==> src/rtl/freq_measure_if.sv <==
// Handshake bundle between the measurement sequencer and the top level / datapath.
// The slave modport is the controller's view; master is the driving side.
interface freq_measure_if #(
  parameter int PERIOD_W = 16
);
  logic                start_i;
  logic                period_start_o;
  logic                period_done_i;
  logic [PERIOD_W-1:0] period_count_i;
  logic                div_start_o;
  logic [19:0]         div_dividend_o;
  logic [PERIOD_W-1:0] div_divisor_o;
  logic                div_done_i;
  logic [19:0]         div_quotient_i;
  logic                bcd_start_o;
  logic [19:0]         bcd_bin_o;
  logic                bcd_done_i;
  logic [27:0]         bcd_digits_i;
  logic                busy_o;
  logic                done_o;
  logic [15:0]         digits_o;
  logic [1:0]          exp_o;
  logic [1:0]          err_o;

  modport slave (
    input  start_i, period_done_i, period_count_i, div_done_i, div_quotient_i,
           bcd_done_i, bcd_digits_i,
    output period_start_o, div_start_o, div_dividend_o, div_divisor_o,
           bcd_start_o, bcd_bin_o, busy_o, done_o, digits_o, exp_o, err_o
  );

  modport master (
    output start_i, period_done_i, period_count_i, div_done_i, div_quotient_i,
           bcd_done_i, bcd_digits_i,
    input  period_start_o, div_start_o, div_dividend_o, div_divisor_o,
           bcd_start_o, bcd_bin_o, busy_o, done_o, digits_o, exp_o, err_o
  );
endinterface

==> src/rtl/freq_measure_ctrl.sv <==
// Sequencer for the auto-scaled frequency counter: period -> divide -> BCD -> normalise.
// Optional MEASURE watchdog enabled by defining FREQ_CTRL_TIMEOUT_EN.
module freq_measure_ctrl #(
  parameter int PERIOD_W       = 16,
  parameter int DIVIDEND       = 1_000_000,
  parameter int TIMEOUT_CYCLES = 50_000_000
) (
  input logic          clk_i,
  input logic          reset_i,
  freq_measure_if.slave bus
);

  localparam logic [19:0] DIVIDEND_C = 20'(DIVIDEND);

  typedef enum logic [2:0] {
    IDLE    = 3'd0,
    MEASURE = 3'd1,
    DIV     = 3'd2,
    BCD     = 3'd3,
    NORM    = 3'd4,
    DONE    = 3'd5
  } state_t;

  state_t              state_r;
  logic [27:0]         sr_r;
  logic [1:0]          shift_cnt_r;
  logic                period_start_r;
  logic                div_start_r;
  logic                bcd_start_r;
  logic [PERIOD_W-1:0] divisor_r;
  logic [19:0]         bin_r;
  logic                busy_r;
  logic                done_r;
  logic [15:0]         digits_r;
  logic [1:0]          exp_r;
  logic [1:0]          err_r;
  logic                tmo_hit_s;

`ifdef FREQ_CTRL_TIMEOUT_EN
  localparam int TMO_W = $clog2(TIMEOUT_CYCLES + 1);

  logic [TMO_W-1:0] tmo_cnt_r;

  assign tmo_hit_s = (tmo_cnt_r == TMO_W'(TIMEOUT_CYCLES - 1));

  // Watchdog: counts MEASURE cycles, held at zero everywhere else.
  always_ff @(posedge clk_i) begin
    if (reset_i) begin
      tmo_cnt_r <= {TMO_W{1'b0}};
    end else if (state_r == MEASURE) begin
      tmo_cnt_r <= tmo_cnt_r + TMO_W'(1);
    end else begin
      tmo_cnt_r <= {TMO_W{1'b0}};
    end
  end
`else
  assign tmo_hit_s = 1'b0;
`endif

  // Measurement sequencer; start pulses are raised on the transition into each stage.
  always_ff @(posedge clk_i) begin
    if (reset_i) begin
      state_r        <= IDLE;
      sr_r           <= 28'd0;
      shift_cnt_r    <= 2'd0;
      period_start_r <= 1'b0;
      div_start_r    <= 1'b0;
      bcd_start_r    <= 1'b0;
      divisor_r      <= {PERIOD_W{1'b0}};
      bin_r          <= 20'd0;
      busy_r         <= 1'b0;
      done_r         <= 1'b0;
      digits_r       <= 16'd0;
      exp_r          <= 2'd0;
      err_r          <= 2'd0;
    end else begin
      period_start_r <= 1'b0;
      div_start_r    <= 1'b0;
      bcd_start_r    <= 1'b0;
      done_r         <= 1'b0;
      case (state_r)
        IDLE: begin
          if (bus.start_i) begin
            state_r        <= MEASURE;
            period_start_r <= 1'b1;
            busy_r         <= 1'b1;
            err_r          <= 2'd0;
          end else begin
            busy_r <= 1'b0;
          end
        end
        MEASURE: begin
          if (bus.period_done_i) begin
            divisor_r <= bus.period_count_i;
            if (bus.period_count_i == {PERIOD_W{1'b0}}) begin
              err_r   <= 2'd1;
              done_r  <= 1'b1;
              state_r <= DONE;
            end else begin
              div_start_r <= 1'b1;
              state_r     <= DIV;
            end
          end else if (tmo_hit_s) begin
            err_r   <= 2'd2;
            done_r  <= 1'b1;
            state_r <= DONE;
          end else begin
            state_r <= MEASURE;
          end
        end
        DIV: begin
          if (bus.div_done_i) begin
            bin_r       <= bus.div_quotient_i;
            bcd_start_r <= 1'b1;
            state_r     <= BCD;
          end else begin
            state_r <= DIV;
          end
        end
        BCD: begin
          if (bus.bcd_done_i) begin
            sr_r        <= bus.bcd_digits_i;
            shift_cnt_r <= 2'd0;
            state_r     <= NORM;
          end else begin
            state_r <= BCD;
          end
        end
        NORM: begin
          // Strip leading zero digits, but never below a 10^0 exponent.
          if ((sr_r[27:24] == 4'd0) && (shift_cnt_r < 2'd3)) begin
            sr_r        <= {sr_r[23:0], 4'd0};
            shift_cnt_r <= shift_cnt_r + 2'd1;
          end else begin
            digits_r <= sr_r[27:12];
            exp_r    <= 2'd3 - shift_cnt_r;
            err_r    <= 2'd0;
            done_r   <= 1'b1;
            state_r  <= DONE;
          end
        end
        DONE: begin
          busy_r  <= 1'b0;
          state_r <= IDLE;
        end
        default: begin
          busy_r  <= 1'b0;
          state_r <= IDLE;
        end
      endcase
    end
  end

  assign bus.period_start_o = period_start_r;
  assign bus.div_start_o    = div_start_r;
  assign bus.div_dividend_o = DIVIDEND_C;
  assign bus.div_divisor_o  = divisor_r;
  assign bus.bcd_start_o    = bcd_start_r;
  assign bus.bcd_bin_o      = bin_r;
  assign bus.busy_o         = busy_r;
  assign bus.done_o         = done_r;
  assign bus.digits_o       = digits_r;
  assign bus.exp_o          = exp_r;
  assign bus.err_o          = err_r;

endmodule
==> src/flat_wrapper.sv <==
// flat-port wrapper written by rule: the top's interface ports become plain ports
module freq_measure_ctrl_flat 
#(
  parameter int PERIOD_W       = 16,
  parameter int DIVIDEND       = 1_000_000,
  parameter int TIMEOUT_CYCLES = 50_000_000
)
  (clk_i, reset_i, bus_start_i, bus_period_done_i, bus_period_count_i, bus_div_done_i, bus_div_quotient_i, bus_bcd_done_i, bus_bcd_digits_i, bus_period_start_o, bus_div_start_o, bus_div_dividend_o, bus_div_divisor_o, bus_bcd_start_o, bus_bcd_bin_o, bus_busy_o, bus_done_o, bus_digits_o, bus_exp_o, bus_err_o);
  freq_measure_if #(.PERIOD_W(PERIOD_W)) bus_i ();
  input logic clk_i;
  input logic reset_i;
  input wire logic [$bits(bus_i.start_i)-1:0] bus_start_i;
  input wire logic [$bits(bus_i.period_done_i)-1:0] bus_period_done_i;
  input wire logic [$bits(bus_i.period_count_i)-1:0] bus_period_count_i;
  input wire logic [$bits(bus_i.div_done_i)-1:0] bus_div_done_i;
  input wire logic [$bits(bus_i.div_quotient_i)-1:0] bus_div_quotient_i;
  input wire logic [$bits(bus_i.bcd_done_i)-1:0] bus_bcd_done_i;
  input wire logic [$bits(bus_i.bcd_digits_i)-1:0] bus_bcd_digits_i;
  output wire logic [$bits(bus_i.period_start_o)-1:0] bus_period_start_o;
  output wire logic [$bits(bus_i.div_start_o)-1:0] bus_div_start_o;
  output wire logic [$bits(bus_i.div_dividend_o)-1:0] bus_div_dividend_o;
  output wire logic [$bits(bus_i.div_divisor_o)-1:0] bus_div_divisor_o;
  output wire logic [$bits(bus_i.bcd_start_o)-1:0] bus_bcd_start_o;
  output wire logic [$bits(bus_i.bcd_bin_o)-1:0] bus_bcd_bin_o;
  output wire logic [$bits(bus_i.busy_o)-1:0] bus_busy_o;
  output wire logic [$bits(bus_i.done_o)-1:0] bus_done_o;
  output wire logic [$bits(bus_i.digits_o)-1:0] bus_digits_o;
  output wire logic [$bits(bus_i.exp_o)-1:0] bus_exp_o;
  output wire logic [$bits(bus_i.err_o)-1:0] bus_err_o;
  assign bus_i.start_i = bus_start_i;
  assign bus_i.period_done_i = bus_period_done_i;
  assign bus_i.period_count_i = bus_period_count_i;
  assign bus_i.div_done_i = bus_div_done_i;
  assign bus_i.div_quotient_i = bus_div_quotient_i;
  assign bus_i.bcd_done_i = bus_bcd_done_i;
  assign bus_i.bcd_digits_i = bus_bcd_digits_i;
  assign bus_period_start_o = bus_i.period_start_o;
  assign bus_div_start_o = bus_i.div_start_o;
  assign bus_div_dividend_o = bus_i.div_dividend_o;
  assign bus_div_divisor_o = bus_i.div_divisor_o;
  assign bus_bcd_start_o = bus_i.bcd_start_o;
  assign bus_bcd_bin_o = bus_i.bcd_bin_o;
  assign bus_busy_o = bus_i.busy_o;
  assign bus_done_o = bus_i.done_o;
  assign bus_digits_o = bus_i.digits_o;
  assign bus_exp_o = bus_i.exp_o;
  assign bus_err_o = bus_i.err_o;
  freq_measure_ctrl #(.PERIOD_W(PERIOD_W), .DIVIDEND(DIVIDEND), .TIMEOUT_CYCLES(TIMEOUT_CYCLES)) u_core (.clk_i(clk_i), .reset_i(reset_i), .bus(bus_i));
endmodule
==> config.mk <==
export PLATFORM = sky130hd
export DESIGN_NAME = freq_measure_ctrl_flat
export DESIGN_NICKNAME = d
export VERILOG_FILES = /design/src/rtl/freq_measure_if.sv /design/src/rtl/freq_measure_ctrl.sv /design/src/flat_wrapper.sv
export SDC_FILE = /design/constraint.sdc
export NUM_CORES = 1
export LEC_CHECK = 0
export ABC_AREA = 1
export BUFFER_PORTS_ARGS = -buffer_cell sky130_fd_sc_hd__buf_4
export CAP_MARGIN = 15
export CELL_PAD_IN_SITES_DETAIL_PLACEMENT = 1
export CELL_PAD_IN_SITES_GLOBAL_PLACEMENT = 2
export CORE_MARGIN = 3
export CORE_UTILIZATION = 27
export CTS_BUF_LIST = sky130_fd_sc_hd__clkbuf_4
export DETAILED_ROUTE_END_ITERATION = 12
export GPL_TIMING_DRIVEN = 1
export HOLD_SLACK_MARGIN = 0.05
export PLACE_DENSITY_LB_ADDON = 0.2
export SYNTH_ARGS = -nofsm -noshare
export SYNTH_HDL_FRONTEND = slang
export SYNTH_SLANG_ARGS = --single-unit
==> constraint.sdc <==
create_clock -name clk_i -period 2.1 [get_ports clk_i]
set_clock_uncertainty 0.15 [all_clocks]
set_input_delay 0.21 -clock clk_i [delete_from_list [all_inputs] [get_ports clk_i]]
set_output_delay 0.21 -clock clk_i [all_outputs]
set_load 0.01 [all_outputs]
# Word level (Yosys, flattened, before mapping)
# Cells that the tools add are included.
# classes
addsub	2
n_lt_le_gt_ge	1
n_eq_ne	10
mux	26
bitwise	5
n_reduce_logical	16
# ops
op	n
$mux 28	2
$pmux 28 s2	1
$logic_not 16->1	1
$mux 3	5
$pmux 3 s5	1
$mux 2	6
$ne 2x2->1 const B	4
$reduce_and 2->1	4
$mux 1	7
$eq 3x2->1 const B	2
$pmux 2 s3	1
$not 1->1	5
$reduce_and 5->1	1
$logic_not 4->1	1
$ne 2x1->1 const B	2
$pmux 1 s2	2
$pmux 2 s2	1
$reduce_or 2->1	2
$reduce_or 4->1	1
$eq 3x1->1 const B	1
$eq 3x3->1 const B	1
$logic_not 3->1	1
$reduce_and 3->1	1
$reduce_bool 3->1	1
6 further kinds	6
# totals
register_bits	94
in_bits	70
output_inout_bits	81
wordCells	73

# Logic depth before layout (Yosys ltp)
# Gate-level depths: netlist (run 1).
# logic_depth
ltp_word	4
depth_mapped	9
mapped_depth_nobuf	9

# Worst setup path after synthesis (run 1)
# No wires, ideal clock.
# synth_path
path_kind	reg2reg
startpoint	reg u_core.shift_cnt_r[0]
endpoint	reg u_core.digits_r[10] (netlist: u_core.bus.digits_o[10])
setup_time_ns	0.081
t_arrival_ns	1.303
setup_slack_ns	0.567
path_stages_with_launch	9
n_path_buf	2
synth_period_minus_slack_ns	1.533
cell_sequence	dfxtp_1 ha_1 nor2_1 nand3_1 nand2_4 inv_2 buf_6 buf_6 a211oi_2
# synth_between
elab_chain_len	4
# synth_lines
element	line_no	rtl
start, declared	freq_measure_ctrl.sv:26	logic [1:0] shift_cnt_r;
start signal, assigned	freq_measure_ctrl.sv:133	shift_cnt_r <= shift_cnt_r + 2'd1;
$lt 2x2->1	freq_measure_ctrl.sv:131	if ((sr_r[27:24] == 4'd0) && (shift_cnt_r < 2'd3)) begin
$logic_and 1x1->1	freq_measure_ctrl.sv:131	
$not 1->1 (no source line)	--	
$reduce_and 2->1 (no source line)	--	
end signal, assigned	freq_measure_ctrl.sv:135	digits_r <= sr_r[27:12];
end, declared	freq_measure_ctrl.sv:34	logic [15:0] digits_r;
# No other way between the ends.
# A chain may end at the register's enable or synchronous reset.

# Worst setup path after layout (run 1)
# layout_path
startpoint	reg u_core.shift_cnt_r[0]
endpoint	reg u_core.sr_r[0]
# layout_between
elab_chain_len	4
# layout_lines
element	line_no	rtl
$lt 2x2->1	freq_measure_ctrl.sv:131	
$logic_and 1x1->1	freq_measure_ctrl.sv:131	
$ne 2x1->1 (no source line)	--	
$reduce_and 3->1 (no source line)	--	
end signal, assigned	freq_measure_ctrl.sv:122	sr_r <= bus.bcd_digits_i;
end signal, assigned	freq_measure_ctrl.sv:132	sr_r <= {sr_r[23:0], 4'd0};
end, declared	freq_measure_ctrl.sv:25	logic [27:0] sr_r;
# No other way between the ends.

==> flow_summary.ini, run 1 <==
[cts]
clk_latency_ns = 0.47
tritoncts = done
clockBufferDepth = 2
cts.sinks = 93
cts_max_level = 3
clockRootBuffer = clkbuf_4
cts_buffers = 9
clkTransAtPathRegs_ns = 0.15

[timing]
max_slew_margin = 0.5582
slew_violations = 0
min_period_over_period = 0.8750
rsz0062_at_grt = no
tightest_slew_ns = 0.6619
hold_violations = 0
clock.fmax_ghz = 0.5442
post-route-min-period_ns = 1.837
setup_tns_ns = 0
setup_viol = 0
setup_slack_ns = 0.2625

[logic_synthesis]
ys_warn_count = 0
ys_ff_latch = 93
syn-cell-area_mm2 = 0.003899
syn_area_per_cell_um2 = 7.570
synth_cells = 515
synth_cell_type_count = 23
yosysSeqAreaShare = 0.4775

[worst_setup_path]
cpMostUsedCell = nor2_1
cpPeakStageDelay_ns = 0.37
critical-path-top-delay-family = simple AND/OR/NAND/NOR gates
end_kind = flop
cp_cell_sequence = ha_1 -> nor2_1 -> nand3_1 -> nand2_4 -> nand2_8 -> inv_2 -> nor2_1 -> nor2_1
start_kind = flop
cp.depth = 8
ff2ff_setup_slack_ns = 0.26
crit_required_ns = 2.35
slowest_stage = dfxtp_1
critical_path_class = flop to flop
reg2regPathDepth = 8
critPathBufInv = 1
arrival_ns = 2.09
worst-path-max-fanout = 52

[routing]
drt_first_iter_violations = 195
drtPass1Iterations = 4
via_per_inst = 4.353
wl_per_cell_um = 13.45
drt_wl_total_um = 11860
via_count = 3839
drtAntennaViolNets = 0
route.detailed.drc = 0

[floorplanning]
ioPinCount = 151
rows = 43
coreArea_mm2 = 0.01399
start_util = 0.2787
die_area_mm2 = 0.01592
chipWidth_um = 126.2
die_h_um = 126.2

[pwr]
power.switching_mw = 0.9737
p_leak_nw = 2.563
combPwrFrac = 0.185
p_clk_frac = 0.277
ir_drop_uv = 274.7
p_per_area_mw_per_mm2 = 618.6
seqPwrFrac = 0.537
swShare = 0.2758
p_int_mw = 2.557

[cells_and_area]
seq_area_mm2 = 0.001862
final_cell_mix = 134 x buf_4, 131 x nor2_1, 93 x dfxtp_1, 67 x dlygate4sd3_1, 61 x o21ai_0
multi_input_comb_area_mm2 = 0.001645
n_fill_cell = 1720
area_delta_synth_final_pct = 46.41
fin_nets = 769
drive_above_1_share = 0.2397
layout_commonest_cell = buf_4

[place]
portBuffers = 129
hpwl_um = 8027
pre_cts_ws_ns = 0.07835
gp_congestion = 0.6948

[global_routing]
track_usage = 0.1494
grt.overflow.total = 0
antenna_found_initial = 1
grt_start_max_net_pins = 71
grt_pass1_vias = 3871
grt_pass1_wl_um = 19150

[run]
drv_cap = 0

[hold_path]
hold-path-cell-count = 5
min_path_type = primary input to flop

[outcome]
status = finished clean
## stage by stage
| stage | power, mW | area (um2) | std cells | hold slack (ns) | utilization |
|---|---|---|---|---|---|
| after floorplan | 2.253 | 3970 | 534 | 0.1385 | - |
| after global placement | 2.486 | 4905 | 800 | 0.2807 | 0.3506 |
| after detailed placement | 2.498 | 4905 | 800 | 0.2916 | 0.3506 |
| after CTS | 3.585 | 5697 | 881 | 0.06583 | 0.4072 |
| after global routing | 3.735 | 5708 | 882 | 0.08092 | 0.4081 |
| final | 3.531 | 5708 | 882 | 0.08172 | 0.4081 |
## tightest hold or removal path, delay by kind of cell
kind,cells,cell delay (ns)
compound gates,2,0.14
buf+inv,3,0.32
## routing by layer
metal / GRT usage / part of all wire / vias up
li1: - / - / 1975
met1: 0.1865 / 0.45 / 1756
met2: 0.2526 / 0.49 / 88
met3: 0.02587 / 0.041 / 20
met4: 0.06625 / 0.025 / 0
met5: 0 / 0 / -
## layout make-up
type,instances,share of cell area
inverters,36,0.02367
flip-flops and latches,93,0.3262
diodes,1,0.0004384
clock inverters,3,0.006795
repair buffers,203,0.3007
clock buffers,11,0.01447
multi-input cells,355,0.2883
well taps,180,0.03946
## state kept, by name, indices dropped and copies added, names as in the netlist
signal and count:
u_core.sr_r 28, u_core.bus.bcd_bin_o 20, u_core.bus.digits_o 16, u_core.bus.div_divisor_o 16, u_core.state_r 3, u_core.bus.exp_o 2, u_core.shift_cnt_r 2, u_core.bus.bcd_start_o 1
u_core.bus.busy_o 1, u_core.bus.div_start_o 1, u_core.bus.done_o 1, u_core.bus.err_o 1, u_core.bus.period_start_o 1
## cell families after synthesis
group,share of synthesized area
buffers and inverters,0.1210
and+or+nand+nor,0.2051
DFF,0.4775
AOI/OAI and AO/OA,0.1913
other,0.001926
adders and majority gates,0.003209
## final timing paths
kind                    startpoint              end
max          u_core.shift_cnt_r[0]   u_core.sr_r[0]
min                        reset_i  u_core.sr_r[10]
max reg2reg  u_core.shift_cnt_r[0]   u_core.sr_r[0]
min reg2reg        u_core.sr_r[10]  u_core.sr_r[10]
## cells in the mapped netlist
cell type	number	area share
nor2_1	131	0.13
conb_1	2	0.0019
dfxtp_1	93	0.48
nand2_4	3	0.0087
inv_1	32	0.031
nand2_1	55	0.053
clkbuf_1	13	0.013
ha_1	1	0.0032
buf_6	7	0.020
o21ai_0	61	0.078
nor2_4	1	0.0029
buf_2	5	0.0064
o21a_1	3	0.0058
buf_4	24	0.046
nor3_1	4	0.0051
a211oi_2	9	0.029
buf_1	1	0.00096
o21ai_1	27	0.035
nand2_2	1	0.0016
a211oi_1	4	0.0077
nand3_1	6	0.0077
inv_2	4	0.0038
a21oi_1	28	0.036
## what timing repair did
item                                    4_1_cts  5_1_grt
endpoints found under the hold margin        69        0
hold buffers                                 67        0
endpoints found under the setup margin        0        9
resized for setup                             0        1
setup buffers                                 0        0
## power by group through the flow
stage	clock [mW]	combinational, mW	sequential (mW)
5_1_grt	1.09	0.733	1.91
3_5_place_dp	0	0.562	1.94
3_3_place_gp	0	0.553	1.93
6_report	0.980	0.655	1.90
2_1_floorplan	0	0.296	1.96
4_1_cts	1.02	0.665	1.90
No activity file was read; power rests on OpenSTA's default activity.
==> inputs of run 2 (changes only) <==
==> constraint.sdc (replaced) <==
create_clock -name clk_i -period 2.1 [get_ports clk_i]
set_clock_uncertainty 0.15 [all_clocks]
set_input_delay 0.105 -clock clk_i [delete_from_list [all_inputs] [get_ports clk_i]]
set_output_delay 0.105 -clock clk_i [all_outputs]
set_load 0.01 [all_outputs]
==> run 2 against run 1 <==
Compared with the run above: register-to-register slack lost 0.08 ns; critical path depth decreased by 2; sequential cell count unchanged; total power shrank 1.7%; worst hold slack improved by 0.037 ns; clock power fell by 11%; sequential power about the same; cell count rose by 2.2%; via count is 2.6% higher; critical endpoint is now u_core.bus.div_divisor_o[3]; largest power group unchanged.
==> flow_summary.ini, run 2 (synthesis results as in run 1) <==
[global_routing]
grt_util_met2 = 0.2767
use_met3 = 0.02332
grt_start_max_net_pins = 71
busiest_layer = met2
track_usage = 0.1564
grt_pass1_vias = 4170
grt.overflow.total = 0
grt_pass1_wl_um = 20270
grt.met1_usage = 0.1888
antenna_found_initial = 0

[worst_setup_path]
reg2reg_to = u_core.bus.div_divisor_o[3]
slowest_stage = dlygate4sd3_1
critical_path_class = flop to flop
critical-path-top-delay-family = buffers and inverters
arrival_ns = 2.15
worst-path-max-fanout = 17
start_kind = flop
critPathBufInv = 2
reg2regPathDepth = 6
cpPeakStageDelay_ns = 0.59
ff2ff_setup_slack_ns = 0.19
crit_required_ns = 2.34
r2r_start = u_core.state_r[1]
cp_cell_sequence = nor3_4 -> nand2_2 -> buf_4 -> o21ai_0 -> dlygate4sd3_1 -> nor2_1
end_kind = flop

[timing]
max_slew_margin = 0.5517
min_period_over_period = 0.9114
setup_slack_ns = 0.1861
setup_tns_ns = 0
slew_violations = 0
clock.fmax_ghz = 0.5225
hold_violations = 0
rsz0062_at_grt = no
setup_viol = 0
tightest_slew_ns = 0.6717
post-route-min-period_ns = 1.914

[pwr]
ir_drop_uv = 189.3
p_leak_nw = 2.629
total_power_mw = 3.469
p_per_area_mw_per_mm2 = 589.4

[routing]
drtPass1Iterations = 4
drt_first_iter_violations = 110
drtAntennaViolNets = 0
route.detailed.drc = 0
drt_wl_total_um = 12270
via_per_inst = 4.371
wl_per_cell_um = 13.62
via_count = 3938

[outcome]
status = finished clean

[cells_and_area]
area_delta_synth_final_pct = 50.96
diodes = 0
fin_nets = 787
fin_util = 0.4208
drive_above_1_share = 0.2344
n_fill_cell = 1732
design_area_mm2 = 0.005886
largest_register_ffs = 28
regMostFlops = u_core.sr_r
layout_commonest_cell = buf_4
final_cell_mix = 133 x buf_4, 131 x nor2_1, 91 x dfxtp_1, 86 x dlygate4sd3_1, 60 x o21ai_0

[floorplanning]
chipWidth_um = 126.2
rows = 43
start_util = 0.2787
ioPinCount = 151
die_h_um = 126.2
die_area_mm2 = 0.01592
coreArea_mm2 = 0.01399

[cts]
tritoncts = done
cts_buffers = 9
clockBufferDepth = 2
cts_max_level = 3
postCtsSetupBuffers = 0
clk_latency_ns = 0.46
clockRootBuffer = clkbuf_4
cts.sinks = 93
clkTransAtPathRegs_ns = 0.15

[hold_path]
hold-path-cell-count = 6
min_path_type = primary input to flop
worstHoldStart = bus_div_done_i
hold_end = u_core.bus.bcd_bin_o[15]

[run]
drv_cap = 0

[place]
placed_cell_area_mm2 = 0.004897
hpwl_um = 8137
pre_cts_ws_ns = 0.07531
portBuffers = 129
gp_congestion = 0.6984
-- run 2: cell count changes in the layout (fill, tap and decap cells not counted), sizes merged --
| cell | change |
|---|---|
| bufinv | -1 |
| diode | -1 |
| clkbuf | +1 |
| dlygate4sd3 | +19 |
| clkinv | +2 |
| buf | -1 |
-- run 2: worst max path at each step --
stage / slack [ns] / cells after the start / endpoint / from
CTS: 0.05 / 8 / u_core.sr_r[0] / u_core.state_r[1]
finish: 0.19 / 6 / u_core.bus.div_divisor_o[3] / u_core.state_r[1]
floorplan: 0.57 / 8 / u_core.bus.digits_o[10] / u_core.shift_cnt_r[0]
global placement: 0.16 / 8 / u_core.sr_r[2] / u_core.state_r[1]
detailed placement: 0.08 / 8 / u_core.sr_r[1] / u_core.state_r[1]
global route: 0.02 / 6 / u_core.bus.div_divisor_o[15] / u_core.state_r[1]
-- run 2: layout make-up --
| cell class | count | area, um2 | area share |
|---|---|---|---|
| clock buffer | 12 | 90.09 | 0.01531 |
| clock inverter | 4 | 15.01 | 0.002551 |
| inverter | 36 | 135.1 | 0.02296 |
| multi-input combinational | 355 | 1657 | 0.2815 |
| sequential | 93 | 1864 | 0.3168 |
| tap | 180 | 225.2 | 0.03827 |
| timing repair buffer | 221 | 1899 | 0.3227 |
-- run 2: worst reg2reg max path: cells and delay by family (launching register included) --
| family | cells | cell delay (ns) |
|---|---|---|
| AO/OA/AOI/OAI | 1 | 0.18 |
| buffers and inverters | 2 | 0.78 |
| flip-flops | 1 | 0.41 |
| AND/OR/NAND/NOR | 3 | 0.33 |
-- run 2: timing repair --
action                                  in CTS  in global routing
endpoints found under the setup margin       0                 27
endpoints found under the hold margin       90                  0
gates resized for setup                      0                  6
hold buffers                                86                  0
-- run 2: metrics by stage --
step           hold WS, ns  std cells
2_1_floorplan      0.03347        534
3_3_place_gp        0.1757        799
3_5_place_dp        0.1851        799
4_1_cts            0.08169        901
5_1_grt             0.1305        901
6_report            0.1188        901
-- run 2: where the power goes --
group	switching (mW)	internal [mW]	total [mW]	leakage, nW
sequential	0.0480	1.85	1.90	0.754
clock	0.598	0.270	0.868	0.0615
combinational	0.331	0.371	0.702	1.81
-- run 2: layer usage --
layer / part of all wire / up-vias / wire (um)
met1: 0.44 / 1813 / 5432
li1: - / 2016 / -
met4: 0.023 / 0 / 282
met2: 0.50 / 89 / 6131
met5: 0 / - / 0
met3: 0.034 / 20 / 423
